`config.mk`:
```
export PLATFORM = sky130hd
export DESIGN_NAME = fetch_unit_flat
export DESIGN_NICKNAME = d
export VERILOG_FILES = /design/src/rtl/cpu_pkg.sv /design/src/rtl/fetch_unit_if.sv /design/src/rtl/fetch_fifo.sv /design/src/rtl/fetch_unit.sv /design/src/flat_wrapper.sv
export SDC_FILE = /design/constraint.sdc
export NUM_CORES = 1
export LEC_CHECK = 0
export ABC_CLOCK_PERIOD_IN_PS = 4090
export BUFFER_PORTS_ARGS = -buffer_cell sky130_fd_sc_hd__buf_2
export CAP_MARGIN = 0
export CORE_MARGIN = 5
export CORE_UTILIZATION = 52
export DETAILED_ROUTE_END_ITERATION = 7
export MAX_ROUTING_LAYER = met4
export PLACE_DENSITY = 0.84
export SYNTH_ARGS = -nofsm -noshare
export SYNTH_HDL_FRONTEND = slang
export SYNTH_SLANG_ARGS = --single-unit
```
`constraint.sdc`:
```
create_clock -name clk -period 4.09 [get_ports clk]
set_clock_uncertainty 0.15 [all_clocks]
set_input_delay 1.227 -clock clk [delete_from_list [all_inputs] [get_ports clk]]
set_output_delay 1.227 -clock clk [all_outputs]
set_load 0.1 [all_outputs]
```
`src/rtl/cpu_pkg.sv`:
```
// Shared types and constants for the instruction fetch front end.
package cpu_pkg;

  localparam int unsigned INSTR_BYTES = 4;

  typedef enum logic [1:0] {
    IDLE = 2'd0,  // nothing outstanding
    WAIT = 2'd1,  // one request outstanding, response will be kept
    DROP = 2'd2   // one request outstanding, response will be discarded
  } fetch_state_t;

  typedef struct packed {
    logic [31:0] pc;
    logic [31:0] instr;
  } fetch_entry_t;

  // Fetch addresses are always word aligned; low bits from EX are ignored.
  function automatic logic [31:0] align_pc(input logic [31:0] pc);
    return {pc[31:2], 2'b00};
  endfunction

endpackage

```
`src/rtl/fetch_unit_if.sv`:
```
// Bus bundle around the fetch unit: instruction memory request/response,
// EX redirect, and the IF/ID output handshake.
interface fetch_unit_if;
  logic        imem_req_valid;
  logic [31:0] imem_req_addr;
  logic        imem_req_ready;
  logic        imem_resp_valid;
  logic [31:0] imem_resp_data;
  logic        redirect;
  logic [31:0] redirect_pc;
  logic        out_valid;
  logic        out_ready;
  logic [31:0] out_pc;
  logic [31:0] out_instr;

  // Fetch unit side.
  modport master (
    output imem_req_valid, imem_req_addr, out_valid, out_pc, out_instr,
    input  imem_req_ready, imem_resp_valid, imem_resp_data,
    input  redirect, redirect_pc, out_ready
  );

  // Environment side (memory, EX stage, decode).
  modport slave (
    input  imem_req_valid, imem_req_addr, out_valid, out_pc, out_instr,
    output imem_req_ready, imem_resp_valid, imem_resp_data,
    output redirect, redirect_pc, out_ready
  );
endinterface

```
`src/rtl/fetch_fifo.sv`:
```
// Small synchronous FIFO of {pc, instr} entries between fetch and decode.
// Flush wins over push and pop; head is read straight from storage.
module fetch_fifo
  import cpu_pkg::*;
#(
  parameter  int DEPTH = 4,
  localparam int AW    = $clog2(DEPTH),
  localparam int CW    = AW + 1
) (
  input  logic          clk,
  input  logic          rst,
  input  logic          push,
  input  fetch_entry_t  push_data,
  input  logic          pop,
  input  logic          flush,
  output fetch_entry_t  head,
  output logic [CW-1:0] count,
  output logic          full,
  output logic          empty
);

  fetch_entry_t  mem_q [DEPTH];
  logic [AW-1:0] wr_ptr_q, wr_ptr_d;
  logic [AW-1:0] rd_ptr_q, rd_ptr_d;
  logic [CW-1:0] count_q, count_d;
  logic          push_en, pop_en;

  assign full    = (count_q == CW'(DEPTH));
  assign empty   = (count_q == '0);
  assign push_en = push & ~flush & ~full;
  assign pop_en  = pop & ~flush & ~empty;

  // Pointer and occupancy next-state; pointers wrap naturally at DEPTH.
  always_comb begin
    wr_ptr_d = wr_ptr_q;
    rd_ptr_d = rd_ptr_q;
    count_d  = count_q;
    if (flush) begin
      wr_ptr_d = '0;
      rd_ptr_d = '0;
      count_d  = '0;
    end else begin
      if (push_en) wr_ptr_d = wr_ptr_q + AW'(1);
      if (pop_en)  rd_ptr_d = rd_ptr_q + AW'(1);
      count_d = count_q + CW'(push_en) - CW'(pop_en);
    end
  end

  // Pointer and occupancy registers.
  always_ff @(posedge clk) begin
    if (rst) begin
      wr_ptr_q <= '0;
      rd_ptr_q <= '0;
      count_q  <= '0;
    end else begin
      wr_ptr_q <= wr_ptr_d;
      rd_ptr_q <= rd_ptr_d;
      count_q  <= count_d;
    end
  end

  // Entry storage; contents need no reset since count gates visibility.
  always_ff @(posedge clk) begin
    if (push_en) mem_q[wr_ptr_q] <= push_data;
  end

  assign head  = mem_q[rd_ptr_q];
  assign count = count_q;

endmodule

```
`src/rtl/fetch_unit.sv`:
```
// Instruction fetch front end: owns the fetch PC, keeps at most one request
// in flight to instruction memory and buffers returned words for decode.
module fetch_unit
  import cpu_pkg::*;
#(
  parameter int          DEPTH    = 4,
  parameter logic [31:0] RESET_PC = 32'h0000_0000
) (
  input logic          clk,
  input logic          rst,
  fetch_unit_if.master fe
);

  localparam int CW = $clog2(DEPTH) + 1;

  fetch_state_t  state_q, state_d;
  logic [31:0]   fetch_pc_q, fetch_pc_d;
  logic [31:0]   req_pc_q, req_pc_d;

  fetch_entry_t  push_entry, head;
  logic [CW-1:0] count;
  logic          full, empty;
  logic          fifo_push, fifo_pop;
  logic [CW:0]   used;
  logic          credit;
  logic          accept;

  // A slot is reserved for the outstanding request so a push never hits a full FIFO.
  assign used   = {1'b0, count} + (CW+1)'(state_q == WAIT);
  assign credit = (used < (CW+1)'(DEPTH));

  // Issue when idle, or back-to-back as the current response lands.
  assign fe.imem_req_valid = ~rst & ~fe.redirect & credit &
                             ((state_q == IDLE) | ((state_q == WAIT) & fe.imem_resp_valid));
  assign fe.imem_req_addr  = fetch_pc_q;
  assign accept            = fe.imem_req_valid & fe.imem_req_ready;

  assign push_entry = '{pc: req_pc_q, instr: fe.imem_resp_data};
  assign fifo_push  = (state_q == WAIT) & fe.imem_resp_valid & ~fe.redirect & ~full;
  assign fifo_pop   = fe.out_valid & fe.out_ready & ~fe.redirect;

  assign fe.out_valid = ~empty;
  assign fe.out_pc    = head.pc;
  assign fe.out_instr = head.instr;

  fetch_fifo #(.DEPTH(DEPTH)) u_fifo (
    .clk       (clk),
    .rst       (rst),
    .push      (fifo_push),
    .push_data (push_entry),
    .pop       (fifo_pop),
    .flush     (fe.redirect),
    .head      (head),
    .count     (count),
    .full      (full),
    .empty     (empty)
  );

  // FSM next state plus fetch/request PC updates; redirect overrides everything.
  always_comb begin
    state_d    = state_q;
    fetch_pc_d = fetch_pc_q;
    req_pc_d   = req_pc_q;
    case (state_q)
      IDLE: if (accept) state_d = WAIT;
      WAIT: begin
        if (fe.redirect)            state_d = fe.imem_resp_valid ? IDLE : DROP;
        else if (fe.imem_resp_valid) state_d = accept ? WAIT : IDLE;
      end
      DROP: if (fe.imem_resp_valid) state_d = IDLE;
      default: state_d = IDLE;
    endcase
    if (accept) begin
      fetch_pc_d = fetch_pc_q + 32'(INSTR_BYTES);
      req_pc_d   = fetch_pc_q;
    end
    if (fe.redirect) fetch_pc_d = align_pc(fe.redirect_pc);
  end

  // FSM state and PC registers.
  always_ff @(posedge clk) begin
    if (rst) begin
      state_q    <= IDLE;
      fetch_pc_q <= RESET_PC;
      req_pc_q   <= RESET_PC;
    end else begin
      state_q    <= state_d;
      fetch_pc_q <= fetch_pc_d;
      req_pc_q   <= req_pc_d;
    end
  end

endmodule

```
`src/flat_wrapper.sv`:
```
// flat-port wrapper written by rule: the top's interface ports become plain ports
module fetch_unit_flat import cpu_pkg::*;
#(
  parameter int          DEPTH    = 4,
  parameter logic [31:0] RESET_PC = 32'h0000_0000
)
  (clk, rst, fe_imem_req_valid, fe_imem_req_addr, fe_out_valid, fe_out_pc, fe_out_instr, fe_imem_req_ready, fe_imem_resp_valid, fe_imem_resp_data, fe_redirect, fe_redirect_pc, fe_out_ready);
  fetch_unit_if fe_i ();
  input logic clk;
  input logic rst;
  output wire logic [$bits(fe_i.imem_req_valid)-1:0] fe_imem_req_valid;
  output wire logic [$bits(fe_i.imem_req_addr)-1:0] fe_imem_req_addr;
  output wire logic [$bits(fe_i.out_valid)-1:0] fe_out_valid;
  output wire logic [$bits(fe_i.out_pc)-1:0] fe_out_pc;
  output wire logic [$bits(fe_i.out_instr)-1:0] fe_out_instr;
  input wire logic [$bits(fe_i.imem_req_ready)-1:0] fe_imem_req_ready;
  input wire logic [$bits(fe_i.imem_resp_valid)-1:0] fe_imem_resp_valid;
  input wire logic [$bits(fe_i.imem_resp_data)-1:0] fe_imem_resp_data;
  input wire logic [$bits(fe_i.redirect)-1:0] fe_redirect;
  input wire logic [$bits(fe_i.redirect_pc)-1:0] fe_redirect_pc;
  input wire logic [$bits(fe_i.out_ready)-1:0] fe_out_ready;
  assign fe_imem_req_valid = fe_i.imem_req_valid;
  assign fe_imem_req_addr = fe_i.imem_req_addr;
  assign fe_out_valid = fe_i.out_valid;
  assign fe_out_pc = fe_i.out_pc;
  assign fe_out_instr = fe_i.out_instr;
  assign fe_i.imem_req_ready = fe_imem_req_ready;
  assign fe_i.imem_resp_valid = fe_imem_resp_valid;
  assign fe_i.imem_resp_data = fe_imem_resp_data;
  assign fe_i.redirect = fe_redirect;
  assign fe_i.redirect_pc = fe_redirect_pc;
  assign fe_i.out_ready = fe_out_ready;
  fetch_unit #(.DEPTH(DEPTH), .RESET_PC(RESET_PC)) u_core (.clk(clk), .rst(rst), .fe(fe_i));
endmodule
```
-- After elaboration in Yosys (flattened, before gate mapping)
Memories as Yosys holds them, arrays and structs flattened. A register that Yosys moved wholly into a read port is not among the register bits.
Index checks and enable logic that the tools add are counted.
- output and inout bits: 98
- logic and storage cells: 57
- bits of input ports: 70
- memories kept: 1
- register bits after elaboration: 73
- bits in writable memories: 256
- memories (memory ; depth ; width ; rd ports ; clocked after Yosys merged registers in ; wr ports ; RTL line ; text):
    u_core.u_fifo.mem_q ; 4 ; 64 ; 1 ; 1 ; 1 ; fetch_fifo.sv:22 ; fetch_entry_t mem_q [DEPTH];
- reduce and logical (&&, ||, !) cells: 5
- bitwise logic cells: 18
- $add $sub $neg: 6
- $lt $le $gt $ge: 1
- muxes and demuxes: 13
- equality and inequality tests: 6
- operators by type and width (operator ; count):
    $mux 32 ; 2
    $add 32x3->32 const B ; 1
    $mux 2 ; 7
    $and 1x1->1 ; 13
    $pmux 2 s3 ; 1
    $add 2x1->2 const B ; 2
    $add 3x1->4 ; 1
    $lt 4x3->1 const B ; 1
    $not 1->1 ; 4
    $add 3x1->3 ; 1
    $eq 3x3->1 const B ; 1
    $logic_not 3->1 ; 1
    $mux 1 ; 3
    $ne 3x3->1 const B ; 1
    $reduce_and 3->1 ; 1
    $sub 3x1->3 ; 1
    $eq 2x1->1 const B ; 1
    $eq 2x2->1 const B ; 1
    $logic_not 2->1 ; 1
    $ne 2x1->1 const B ; 1
    $ne 2x2->1 const B ; 1
    $reduce_bool 2->1 ; 1
    $reduce_or 2->1 ; 1
    $or 1x1->1 ; 1

-- Depth between registers and ports, before layout
Gate-level depths: netlist of run 1.
- depth in word-level cells: 10
- mapped depth: 11
- mapped depth without buffers: 11

-- Modules after synthesis
From an unflattened synthesis of run 1, not the netlist that was laid out.
- cell total of the unflattened synthesis: 761
- area, all modules: 12657.1 um2
- modules (own cells, without submodules) (module ; instances ; sequential area each (um2) ; cells each ; area each (um2)):
    fetch_fifo ; 1 ; 7867.5 ; 384 ; 9738.1
    fetch_unit ; 1 ; 1241.2 ; 377 ; 2919.0

-- Least setup slack after synthesis of run 1
Ideal clock, no wire load.
- path kind: input to output
- from: input port rst
- to: output port fe_imem_req_valid
- required time: 2.713 ns
- data arrival time: 6.382 ns
- buffers on the path: 1
- cell stages on the path: 4
- path slack: -3.669 ns
- path through: clkbuf_1 -> inv_1 -> nand2_1 -> a2111oi_0
- longest elaborated chain between the ends: 4
- RTL lines (item ; RTL line ; text):
    from (decl) ; flat_wrapper.sv:10 ; input logic rst;
    $not 1->1 ; fetch_unit.sv:33 ; assign fe.imem_req_valid = ~rst & ~fe.redirect & credit &
    $and 1x1->1 (3 in series) ; fetch_unit.sv:33 ;
    to (decl) ; flat_wrapper.sv:11 ; output wire logic [$bits(fe_i.imem_req_valid)-1:0] fe_imem_req_valid;
Every way passes these cells.

==> summary.md, run 1 <==
| Metric | Value |
|---|---|
| Status | `finished, final reports clean` |
| # setup viols final | `0` |
| Hold crit path type | `reg -> reg` |
| Largest net degree at the start of global routing | `50` |
| Pleak | `approximately 5 nW` |
| CTS root buffer | `clkbuf_16` |
| Final slew viol count | `0` |
| Sum of negative setup slack | `0 ps` |
| Relative slew slack | `approximately 43%` |
| Ys Warns | `0` |
| Clock slew at reported path FFs | `60 ps` |
| Crit Path Class | `reg -> out` |
| # DRC | `0` |
| Top cell type's share of synthesized area | `60.8%` |
| First-pass GRT wire length | `slightly above 40000 um` |
| Mean Syn Cell Area | `16.4 um^2` |
| Sequential cell area fraction in the yosys report | `approximately 72%` |
| Post-Syn Instances | `between 700 and 800` |
| Final ANT Viol Nets | `0` |
| All-Layer GR Usage | `around 20%` |
| Synth top area cells | `edfxtp_1, dfxtp_1, mux4_2` |
| Synth-to-layout area growth | `20.6%` |
| Post-synth cell types | `48` |
| Hold depth | `2` |
| Max Fclk | `271 MHz` |
| Hpwl dp | `16300 um` |
| Commonest non-fill, non-tap cells in the layout | `edfxtp_1, buf_2, nand2_1` |
| Final nets | `around 1000` |
| Clock Latency Late Sink | `490 ps` |
| Crit-path cells | `buf_12, mux4_2, buf_2` |
| Die area | `roughly 0.027 mm^2` |
| Via Count | `slightly above 7000` |
| Worst vdd ir | `between 200 and 300 uV` |
| Die Ht | `roughly 160 um` |
| Die Width | `around 160 um` |
| Core area | `around 0.023 mm^2` |
| Slowest cell on crit path | `dfxtp_4` |
| CTS tree | `built` |
| Reg2Reg Depth | `5` |
| Share of layout cells above drive strength 1 | `32.1%` |
| Final hold viol count | `0` |
| Cell taking the most area after synthesis | `edfxtp_1` |
| Worst path depth | `3` |
| WP buf/inv | `2` |
| Antenna diode count | `0` |
| Clock Tree Buf Depth | `3` |
| Postcts setup bufs | `0` |
| Synth Flop Type | `edfxtp_1` |
| H-tree levels | `2` |
| Final wirelength | `between 20000 and 30000 um` |
| FF+latch count, synth | `319` |
| DR iter-0 viols | `just under 600` |
| Top delay family on crit path | `flip-flops` |
| # IOs | `168` |
| Final cycle utilization of the critical path | `90.2%` |
| Resized Gates After CTS | `0` |
| Area of the mapped netlist | `approximately 0.012 mm^2` |
| Inserted Clock Buffers | `34` |
| Post-synth ARST share | `0%` |
| First drt pass iteration count | `5` |
| CP endpoint kind | `output port` |
| RSZ-0062 raised after global routing | `false` |
| Critical Path AT | `around 2300 ps` |
| Final hold slack | `343 ps` |
| Floorplan row count | `56` |
| Slew @ Worst Pin | `around 860 ps` |
| Initial core utilization | `~53%` |
| Clock tree sinks | `between 300 and 400` |
| Worst Path Required | `around 2700 ps` |
| Number of synthesized flops with an enable pin | `roughly 250` |
| Max Cap Violations | `0` |
| Crit path max fanout | `25` |
| Antenna violations before repair | `0` |
| Total congestion overflow | `0` |
| Hold-fix buffers, CTS | `0` |
| Final min period | `approximately 3700 ps` |
| Crit path launch type | `flip-flop` |
| PortBufs | `roughly 160` |
| Wire per inst | `slightly above 20 um` |
| Largest stage delay, worst path | `approximately 650 ps` |
| Most common cell after layout, fill and taps aside | `edfxtp_1` |
| GP Congestion | `around 0.9` |
| Total power divided by cell area | `483 mW/mm^2` |
| Number of global-route vias before repair | `about 7400` |
| Via density | `~5.7` |
==> layout make-up <==
type	count	area, um^2
flip-flops and latches	319	8880
repair buffers	179	1060
clock buffers	42	955
fillers	1679	8550
well taps	319	399
clock inverters	19	241
inverters	11	41.3
multi-input cells	377	3220
==> state kept, by name, indices dropped and copies added (netlist names), named ones only <==
| name | flops |
|---|---|
| u_core.u_fifo.count | 3 |
| u_core.u_fifo.wr_ptr_q | 2 |
| u_core.state_q | 2 |
| u_core.fe.imem_req_addr | 30 |
| u_core.u_fifo.mem_q | 248 |
| u_core.u_fifo.rd_ptr_q | 2 |
| u_core.req_pc_q | 30 |
==> worst paths after layout <==
| check | start | end | slack, ps |
|---|---|---|---|
| max | flip-flop | fe_out_instr[22] | 400 |
| min | u_core.req_pc_q[14]$_SDFFE_PP0P_ | u_core.req_pc_q[14]$_SDFFE_PP0P_ | 340 |
| max reg2reg | u_core.state_q[1]$_SDFFE_PP0P_ | u_core.fe.imem_req_addr[28]$_SDFFE_PP0P_ | 1270 |
| min reg2reg | u_core.req_pc_q[14]$_SDFFE_PP0P_ | u_core.req_pc_q[14]$_SDFFE_PP0P_ | 340 |
==> metrics by stage <==
step	worst slack (ps)	total power [W]	util [%]	area [um^2]	std cells
5_1_grt	247	0.00739	63.4	14800	1266
3_5_place_dp	344	0.00401	58.2	13600	1205
4_1_cts	321	0.00721	63.4	14800	1266
2_1_floorplan	22.8	0.00390	-	12300	752
3_3_place_gp	346	0.00400	58.2	13600	1205
6_report	399	0.00714	63.4	14800	1266
==> per-layer routing <==
metal  track usage (%)  routed length [um]
met2              31.5               12200
met4              4.61                 404
met1              27.6               10800
met5                 -                   0
met3              3.94                2190
==> worst reg2reg max path: stages, from the launching register on <==
cell and delay (ps):
dfxtp_1 360, or4b_1 570, a311o_1 310, or4_1 670
or4_1 520, a31oi_1 170
==> where the power goes <==
| group | internal, W | leakage [nW] | total, W | switching, W |
|---|---|---|---|---|
| Combinational | 0.0000859 | 1.59 | 0.000396 | 0.000311 |
| Sequential | 0.00351 | 2.74 | 0.00355 | 0.0000432 |
| Clock | 0.00203 | 0.582 | 0.00320 | 0.00117 |
==> synthesized netlist by cell type (3+ instances only) <==
cell type / instances
and3_1: 8
nor4_1: 4
ha_1: 8
clkbuf_1: 32
xnor2_1: 8
nor3_1: 9
a22oi_1: 4
a21oi_1: 42
edfxtp_1: 248
dfxtp_1: 71
o311ai_0: 6
and2_1: 4
buf_4: 4
buf_1: 8
o21ai_0: 7
nand4_1: 10
a31oi_1: 13
o211ai_1: 6
nand2_1: 95
nor2_1: 21
inv_1: 11
a211oi_1: 7
nand3_1: 11
or3_1: 11
mux4_2: 62
xor2_1: 4
nor2b_1: 3
or4_1: 8
==> cells by family after synthesis <==
logic type / count (synthesis) / synth area share [%]
AO/OA/AOI/OAI: 99 / 5.15
XOR/XNOR: 12 / 0.857
adder cells (fa/ha/maj): 9 / 0.980
buffers and inverters: 56 / 1.85
flip-flops: 319 / 72.3
multiplexers: 63 / 11.5
other: 1 / 0.0306
AND/OR/NAND/NOR: 190 / 7.31
Power figures use the tool's default switching activity.
==> inputs of run 2 (changes only) <==
--- a/config.mk
+++ b/config.mk
@@ -5,14 +5,14 @@
 export SDC_FILE = /design/constraint.sdc
 export NUM_CORES = 1
 export LEC_CHECK = 0
-export ABC_CLOCK_PERIOD_IN_PS = 4090
+export ABC_CLOCK_PERIOD_IN_PS = 4600
 export BUFFER_PORTS_ARGS = -buffer_cell sky130_fd_sc_hd__buf_2
 export CAP_MARGIN = 0
 export CORE_MARGIN = 5
-export CORE_UTILIZATION = 52
+export CORE_UTILIZATION = 55
 export DETAILED_ROUTE_END_ITERATION = 7
 export MAX_ROUTING_LAYER = met4
-export PLACE_DENSITY = 0.84
+export PLACE_DENSITY = 0.85
 export SYNTH_ARGS = -nofsm -noshare
 export SYNTH_HDL_FRONTEND = slang
 export SYNTH_SLANG_ARGS = --single-unit
==> constraint.sdc (replaced) <==
create_clock -name clk -period 4.6 [get_ports clk]
set_clock_uncertainty 0.15 [all_clocks]
set_input_delay 1.38 -clock clk [delete_from_list [all_inputs] [get_ports clk]]
set_output_delay 1.38 -clock clk [all_outputs]
set_load 0.1 [all_outputs]
==> summary.md, run 2 (synthesized netlist as in run 1, its figures left out) <==
| Metric | Value |
|---|---|
| Status | `finished, final reports clean (unchanged)` |
| Critical Path AT | `2710 ps (was 2310 ps)` |
| Max Fclk | `approximately 240 MHz` |
| Most common cell after layout, fill and taps aside | `edfxtp_1 (unchanged)` |
| Slowest cell on crit path | `a2111oi_4 (was dfxtp_4)` |
| Post-route cell area | `0.0144 mm^2 (was 0.0148 mm^2)` |
| Switching Fraction | `22.5% (was 21.3%)` |
| Max Cap Violations | `0 (unchanged)` |
| Final nets | `998 (was 1001)` |
| Clock Latency Late Sink | `550 ps (was 490 ps)` |
| Total congestion overflow | `0 (unchanged)` |
| Die Width | `159 um (was 164 um)` |
| Final hold viol count | `0 (unchanged)` |
| Final cycle utilization of the critical path | `between 90 and 100%` |
| Clock Tree Buf Depth | `3 (unchanged)` |
| Power share of the combinational group | `6.0% (was 5.6%)` |
| Clock power share | `40.0% (was 44.8%)` |
| RSZ-0062 raised after global routing | `false (unchanged)` |
| First drt pass iteration count | `5 (unchanged)` |
| Final wirelength | `25300 um (was 25600 um)` |
| Core area | `0.0219 mm^2 (was 0.0233 mm^2)` |
| Antenna violations before repair | `0 (unchanged)` |
| Final hold slack | `343 ps (about the same)` |
| Fin cells | `1222 (was 1266)` |
| PortBufs | `161 (unchanged)` |
| Slew @ Worst Pin | `936 ps (was 856 ps)` |
| Relative slew slack | `37.6% (was 43.0%)` |
| Synth-to-layout area growth | `17.7% (was 20.6%)` |
| H-tree levels | `1 (was 2)` |
| Clock slew at reported path FFs | `60 ps (about the same)` |
| # DRC | `0 (unchanged)` |
| Worst Path Required | `3070 ps (was 2710 ps)` |
| CP endpoint kind | `output port (unchanged)` |
| Via Count | `7322 (was 7247)` |
| CTS tree | `built (unchanged)` |
| Hold-fix buffers, CTS | `0 (unchanged)` |
| Pleak | `4.78 nW (was 4.91 nW)` |
| Largest stage delay, worst path | `400 ps (was 650 ps)` |
| CTS root buffer | `clkbuf_16 (unchanged)` |
| Largest register by flop count | `u_core.u_fifo.mem_q (unchanged)` |
| # setup viols final | `0 (unchanged)` |
| Die area | `0.0254 mm^2 (was 0.0267 mm^2)` |
| Worst vdd ir | `235 uV (was 253 uV)` |
| Crit path max fanout | `23 (was 25)` |
| Internal | `0.00453 W (was 0.00562 W)` |
| Reg2reg end | `u_core.u_fifo.count[2]$_SDFF_PP0_ (was u_core.fe.imem_req_addr[28]$_SDFFE_PP0P_)` |
| Resized Gates After CTS | `0 (unchanged)` |
| Crit-path cells | `buf_2, inv_1, nand2_1, a2111oi_4, buf_12 (was buf_12, mux4_2, buf_2)` |
| Commonest non-fill, non-tap cells in the layout | `edfxtp_1, buf_2, nand2_1 (unchanged)` |
| Hold depth | `2 (unchanged)` |
| # IOs | `168 (unchanged)` |
| Sum of negative setup slack | `0 ps (unchanged)` |
| Final slew viol count | `0 (unchanged)` |
| Max FFs per register | `248 (unchanged)` |
| Postcts setup bufs | `0 (unchanged)` |
| Total power divided by cell area | `406 mW/mm^2 (was 483 mW/mm^2)` |
| Number of global-route vias before repair | `7466 (was 7370)` |
| Top delay family on crit path | `buffers and inverters (was flip-flops)` |
| WP buf/inv | `3 (was 2)` |
| Wire per inst | `20.7 um (was 20.2 um)` |
| Reg2reg start | `u_core.state_q[0]$_SDFFE_PP0P_ (was u_core.state_q[1]$_SDFFE_PP0P_)` |
| Final min period | `approximately 4200 ps` |
| Share of layout cells above drive strength 1 | `31.3% (was 32.1%)` |
| First-pass GRT wire length | `40600 um (about the same)` |
| Clock tree sinks | `319 (unchanged)` |
| Floorplan row count | `54 (was 56)` |
| Initial core utilization | `56.0% (was 52.5%)` |
| Post-Place Cells | `1166 (was 1205)` |
| Via density | `5.99 (was 5.72)` |
| Hold crit path type | `reg -> reg (unchanged)` |
| NetSw | `0.00132 W (was 0.00152 W)` |
| Largest net degree at the start of global routing | `63 (was 50)` |
| Post-layout util | `65.9% (was 63.4%)` |
| Crit path launch type | `input pin (was flip-flop)` |
| DR iter-0 viols | `625 (was 594)` |
| Antenna diode count | `0 (unchanged)` |
| Worst reg2reg setup slack | `1620 ps (was 1270 ps)` |
| Final ANT Viol Nets | `0 (unchanged)` |
| Hold_sp | `u_core.req_pc_q[4]$_SDFFE_PP0P_ (was u_core.req_pc_q[14]$_SDFFE_PP0P_)` |
| Placed cell area | `0.0135 mm^2 (was 0.0136 mm^2)` |
| Worst Hold Path EP | `u_core.req_pc_q[4]$_SDFFE_PP0P_ (was u_core.req_pc_q[14]$_SDFFE_PP0P_)` |
| All-Layer GR Usage | `20.4% (was 20.0%)` |
| GP Congestion | `0.881 (was 0.890)` |
| Reg2Reg Depth | `11 (was 5)` |
| Hpwl dp | `16100 um (was 16300 um)` |
| Crit Path Class | `in -> out (was reg -> out)` |
| Flop pwr share | `53.9% (was 49.7%)` |
| Die Ht | `159 um (was 164 um)` |
| Inserted Clock Buffers | `31 (was 34)` |
==> run 2: final cells by class <==
class	instances	area (um^2)
clock inverters	12	91.3
clock buffers	44	855
fillers	1491	7470
well taps	280	350
flip-flops and latches	319	8880
inverters	11	41.3
repair buffers	179	993
multi-input cells	377	3220
==> run 2: how the worst max path moves through the flow <==
stage	endpoint	depth (start not counted)	slack, ps	start
CTS	fe_imem_req_valid	5	370	rst
finish	fe_imem_req_valid	5	360	rst
global route	fe_imem_req_valid	5	270	rst
global placement	fe_imem_req_valid	5	400	rst
floorplan	fe_imem_req_valid	4	60	rst
detailed placement	fe_imem_req_valid	5	390	rst
==> run 2: metal layers <==
metal  global-route usage [%]  share of wire, %  vias to the layer above
li1                         -                 -                     3291
met1                     28.4                42                     3629
met2                     31.9                49                      354
met3                     3.68               8.1                       48
met4                     4.54               1.7                        0
met5                        -                 0                        -
==> run 2: metrics by stage <==
stage	worst slack, ps	power, W
6_report	359	0.00585
5_1_grt	268	0.00606
4_1_cts	370	0.00590
3_5_place_dp	387	0.00357
3_3_place_gp	399	0.00356
2_1_floorplan	57.8	0.00347
==> run 2: tightest hold or removal path: stages (launching register included) <==
cell and delay [ps]:
dfxtp_1 330, nand2_1 60, a21oi_1 50
==> run 2: power groups by stage <==
stage               logic (W)  clock network (W)  registers, W
finish               0.000352            0.00234       0.00316
global route         0.000369            0.00253       0.00316
floorplan            0.000148                  0       0.00332
global placement     0.000347                  0       0.00321
detailed placement   0.000351                  0       0.00322
CTS                  0.000352            0.00239       0.00315
==> inputs of run 3 (changes only) <==
--- a/config.mk
+++ b/config.mk
@@ -5,14 +5,14 @@
 export SDC_FILE = /design/constraint.sdc
 export NUM_CORES = 1
 export LEC_CHECK = 0
-export ABC_CLOCK_PERIOD_IN_PS = 4600
+export ABC_CLOCK_PERIOD_IN_PS = 3500
 export BUFFER_PORTS_ARGS = -buffer_cell sky130_fd_sc_hd__buf_2
 export CAP_MARGIN = 0
 export CORE_MARGIN = 5
-export CORE_UTILIZATION = 55
+export CORE_UTILIZATION = 52
 export DETAILED_ROUTE_END_ITERATION = 7
 export MAX_ROUTING_LAYER = met4
-export PLACE_DENSITY = 0.85
+export PLACE_DENSITY = 0.84
 export SYNTH_ARGS = -nofsm -noshare
 export SYNTH_HDL_FRONTEND = slang
 export SYNTH_SLANG_ARGS = --single-unit
==> constraint.sdc (replaced) <==
create_clock -name clk -period 3.5 [get_ports clk]
set_clock_uncertainty 0.15 [all_clocks]
set_input_delay 1.05 -clock clk [delete_from_list [all_inputs] [get_ports clk]]
set_output_delay 1.05 -clock clk [all_outputs]
set_load 0.1 [all_outputs]
==> summary.md, run 3 (synthesized netlist as in run 1, its figures left out) <==
| Metric | Value |
|---|---|
| Synth-to-layout area growth | `20.7% (was 17.7%)` |
| Die Width | `164 um (was 159 um)` |
| First drt pass iteration count | `5 (unchanged)` |
| Post-layout util | `63.4% (was 65.9%)` |
| Post-route cell area | `0.0148 mm^2 (was 0.0144 mm^2)` |
| Share of layout cells above drive strength 1 | `32.5% (was 31.3%)` |
| Crit path max fanout | `29 (was 23)` |
| Fin cells | `1277 (was 1222)` |
| PortBufs | `161 (unchanged)` |
| CTS root buffer | `clkbuf_16 (unchanged)` |
| Crit path launch type | `input pin (unchanged)` |
| Resized Gates After CTS | `0 (unchanged)` |
| Final ANT Viol Nets | `0 (unchanged)` |
| Initial core utilization | `52.5% (was 56.0%)` |
| Clock power share | `43.1% (was 40.0%)` |
| Core area | `0.0233 mm^2 (was 0.0219 mm^2)` |
| GRT met1 Usage | `27.9% (was 28.4%)` |
| Most common cell after layout, fill and taps aside | `edfxtp_1 (unchanged)` |
| Clock Tree Buf Depth | `3 (unchanged)` |
| Die area | `0.0267 mm^2 (was 0.0254 mm^2)` |
| RSZ-0062 raised after global routing | `false (unchanged)` |
| CTS tree | `built (unchanged)` |
| First-pass GRT wire length | `41200 um (was 40600 um)` |
| Final wirelength | `25700 um (was 25300 um)` |
| Die Ht | `164 um (was 159 um)` |
| Slew @ Worst Pin | `869 ps (was 936 ps)` |
| Max Cap Violations | `0 (unchanged)` |
| Flop pwr share | `51.1% (was 53.9%)` |
| DR iter-0 viols | `600 (was 625)` |
| All-Layer GR Usage | `20.2% (was 20.4%)` |
| Hpwl dp | `16400 um (was 16100 um)` |
| # IOs | `168 (unchanged)` |
| Number of global-route vias before repair | `7485 (was 7466)` |
| Via Count | `7281 (was 7322)` |
| Final min period | `approximately 3300 ps` |
| CP startpoint | `fe_redirect (was rst)` |
| Clock slew at reported path FFs | `60 ps (about the same)` |
| Clock tree sinks | `319 (unchanged)` |
| # DRC | `0 (unchanged)` |
| Worst Hold Path EP | `u_core.req_pc_q[7]$_SDFFE_PP0P_ (was u_core.req_pc_q[4]$_SDFFE_PP0P_)` |
| Max FFs per register | `248 (unchanged)` |
| Worst vdd ir | `368 uV (was 235 uV)` |
| NetSw | `0.00176 W (was 0.00132 W)` |
| Worst reg2reg setup slack | `690 ps (was 1620 ps)` |
| Switching Fraction | `21.7% (was 22.5%)` |
| Relative slew slack | `42.1% (was 37.6%)` |
| Reg2reg start | `u_core.state_q[1]$_SDFFE_PP0P_ (was u_core.state_q[0]$_SDFFE_PP0P_)` |
| GP Congestion | `0.875 (was 0.881)` |
| Top delay family on crit path | `buffers and inverters (unchanged)` |
| Crit-path cells | `buf_2, buf_4, inv_1, nand2_2, a2111oi_4, buf_12 (was buf_2, inv_1, nand2_1, a2111oi_4, buf_12)` |
| Reg2Reg Depth | `5 (was 11)` |
| Commonest non-fill, non-tap cells in the layout | `edfxtp_1, buf_2, nand2_1 (unchanged)` |
| Largest register by flop count | `u_core.u_fifo.mem_q (unchanged)` |
| Via density | `5.70 (was 5.99)` |
| Worst Path Required | `2300 ps (was 3070 ps)` |
| GRT busiest layer | `met2 (unchanged)` |
| Post-Place Cells | `1217 (was 1166)` |
| Fill cell count | `1678 (was 1491)` |
| Final cycle utilization of the critical path | `a little over nine tenths` |
| Total power divided by cell area | `548 mW/mm^2 (was 406 mW/mm^2)` |
| H-tree levels | `2 (was 1)` |
| Final slew viol count | `0 (unchanged)` |
| Inserted Clock Buffers | `34 (was 31)` |
| Status | `finished, final reports clean (unchanged)` |
| Slowest cell on crit path | `a2111oi_4 (unchanged)` |
| Final nets | `1013 (was 998)` |
| Internal | `0.00635 W (was 0.00453 W)` |
| Final hold viol count | `0 (unchanged)` |
| GR Util met3 | `3.51% (was 3.68%)` |
| Placed cell area | `0.0137 mm^2 (was 0.0135 mm^2)` |
| Floorplan row count | `56 (was 54)` |
| Largest stage delay, worst path | `270 ps (was 400 ps)` |
| Max Fclk | `302 MHz` |
| Hold crit path type | `reg -> reg (unchanged)` |
| Hold depth | `2 (unchanged)` |
| Crit Path Class | `in -> out (unchanged)` |
| Total congestion overflow | `0 (unchanged)` |
| Antenna diode count | `0 (unchanged)` |
| Reg2reg end | `u_core.fe.imem_req_addr[28]$_SDFFE_PP0P_ (was u_core.u_fifo.count[2]$_SDFF_PP0_)` |
| Pleak | `4.93 nW (was 4.78 nW)` |
| M2 GR Usage | `31.8% (was 31.9%)` |
| Power share of the combinational group | `5.8% (was 6.0%)` |
| Clock Latency Late Sink | `490 ps (was 550 ps)` |
| CP endpoint kind | `output port (unchanged)` |
| Antenna violations before repair | `0 (unchanged)` |
| Wire per inst | `20.1 um (was 20.7 um)` |
| Largest net degree at the start of global routing | `64 (was 63)` |
| Critical Path AT | `2110 ps (was 2710 ps)` |
| # setup viols final | `0 (unchanged)` |
| WP buf/inv | `4 (was 3)` |
| Postcts setup bufs | `0 (unchanged)` |
| Hold-fix buffers, CTS | `0 (unchanged)` |
| Hold_sp | `u_core.req_pc_q[7]$_SDFFE_PP0P_ (was u_core.req_pc_q[4]$_SDFFE_PP0P_)` |
-- run 3: changes by cell type in the layout (fill, tap and decap cells not counted), moves of 3 or more --
cell | previous run | this run
clkbuf_8 | 3 | 0
buf_12 | 4 | 9
clkbuf_16 | 31 | 37
buf_4 | 15 | 22
-- run 3: final cells by class --
cell class	instances	area [um^2]	area share, %
Inverter	11	41.3	0.279
Timing Repair Buffer	191	1150	7.75
Sequential cell	319	8880	60.0
Clock buffer	46	960	6.49
Clock inverter	14	150	1.02
Multi-Input combinational cell	377	3220	21.8
Tap cell	319	399	2.70
-- run 3: stage by stage --
| stage | power (W) | setup TNS, ps | setup slack [ps] | hold WS [ps] |
|---|---|---|---|---|
| 2_1_floorplan | 0.00455 | -251 | -251 | 310 |
| 3_3_place_gp | 0.00469 | -75.6 | -44.5 | 325 |
| 3_5_place_dp | 0.00470 | -93.1 | -42.7 | 341 |
| 4_1_cts | 0.00820 | 0 | 144 | 350 |
| 5_1_grt | 0.00841 | 0 | 100 | 374 |
| 6_report | 0.00811 | 0 | 193 | 352 |
-- run 3: worst reg2reg max path, cell delays in order (launching register included) --
cell and delay, ps:
dfxtp_1 370, or4b_1 570, a311o_1 310, or4_1 670, or4_1 510, a31oi_1 160
-- run 3: power groups by stage --
stage          Sequential (W)  Clock (W)  Combinational [W]
4_1_cts               0.00414    0.00358           0.000473
5_1_grt               0.00415    0.00377           0.000495
6_report              0.00415    0.00349           0.000472
3_3_place_gp          0.00422          0           0.000464
3_5_place_dp          0.00422          0           0.000471
2_1_floorplan         0.00436          0           0.000195
-- run 3: worst max-delay path by stage --
stage / to / cells after the start
after detailed placement: u_core.fe.imem_req_addr[28]$_SDFFE_PP0P_ / 6
after global placement: u_core.fe.imem_req_addr[28]$_SDFFE_PP0P_ / 6
after floorplan: fe_imem_req_valid / 4
after CTS: fe_out_pc[29] / 3
after global routing: fe_out_pc[29] / 3
final: fe_imem_req_valid / 6
-- run 3: per-layer routing --
| metal | vias to the layer above | share of wire [%] |
|---|---|---|
| met2 | 276 | 49 |
| met3 | 43 | 6.1 |
| met1 | 3648 | 43 |
| met4 | 0 | 2.1 |
| met5 | - | 0 |
| li1 | 3314 | - |
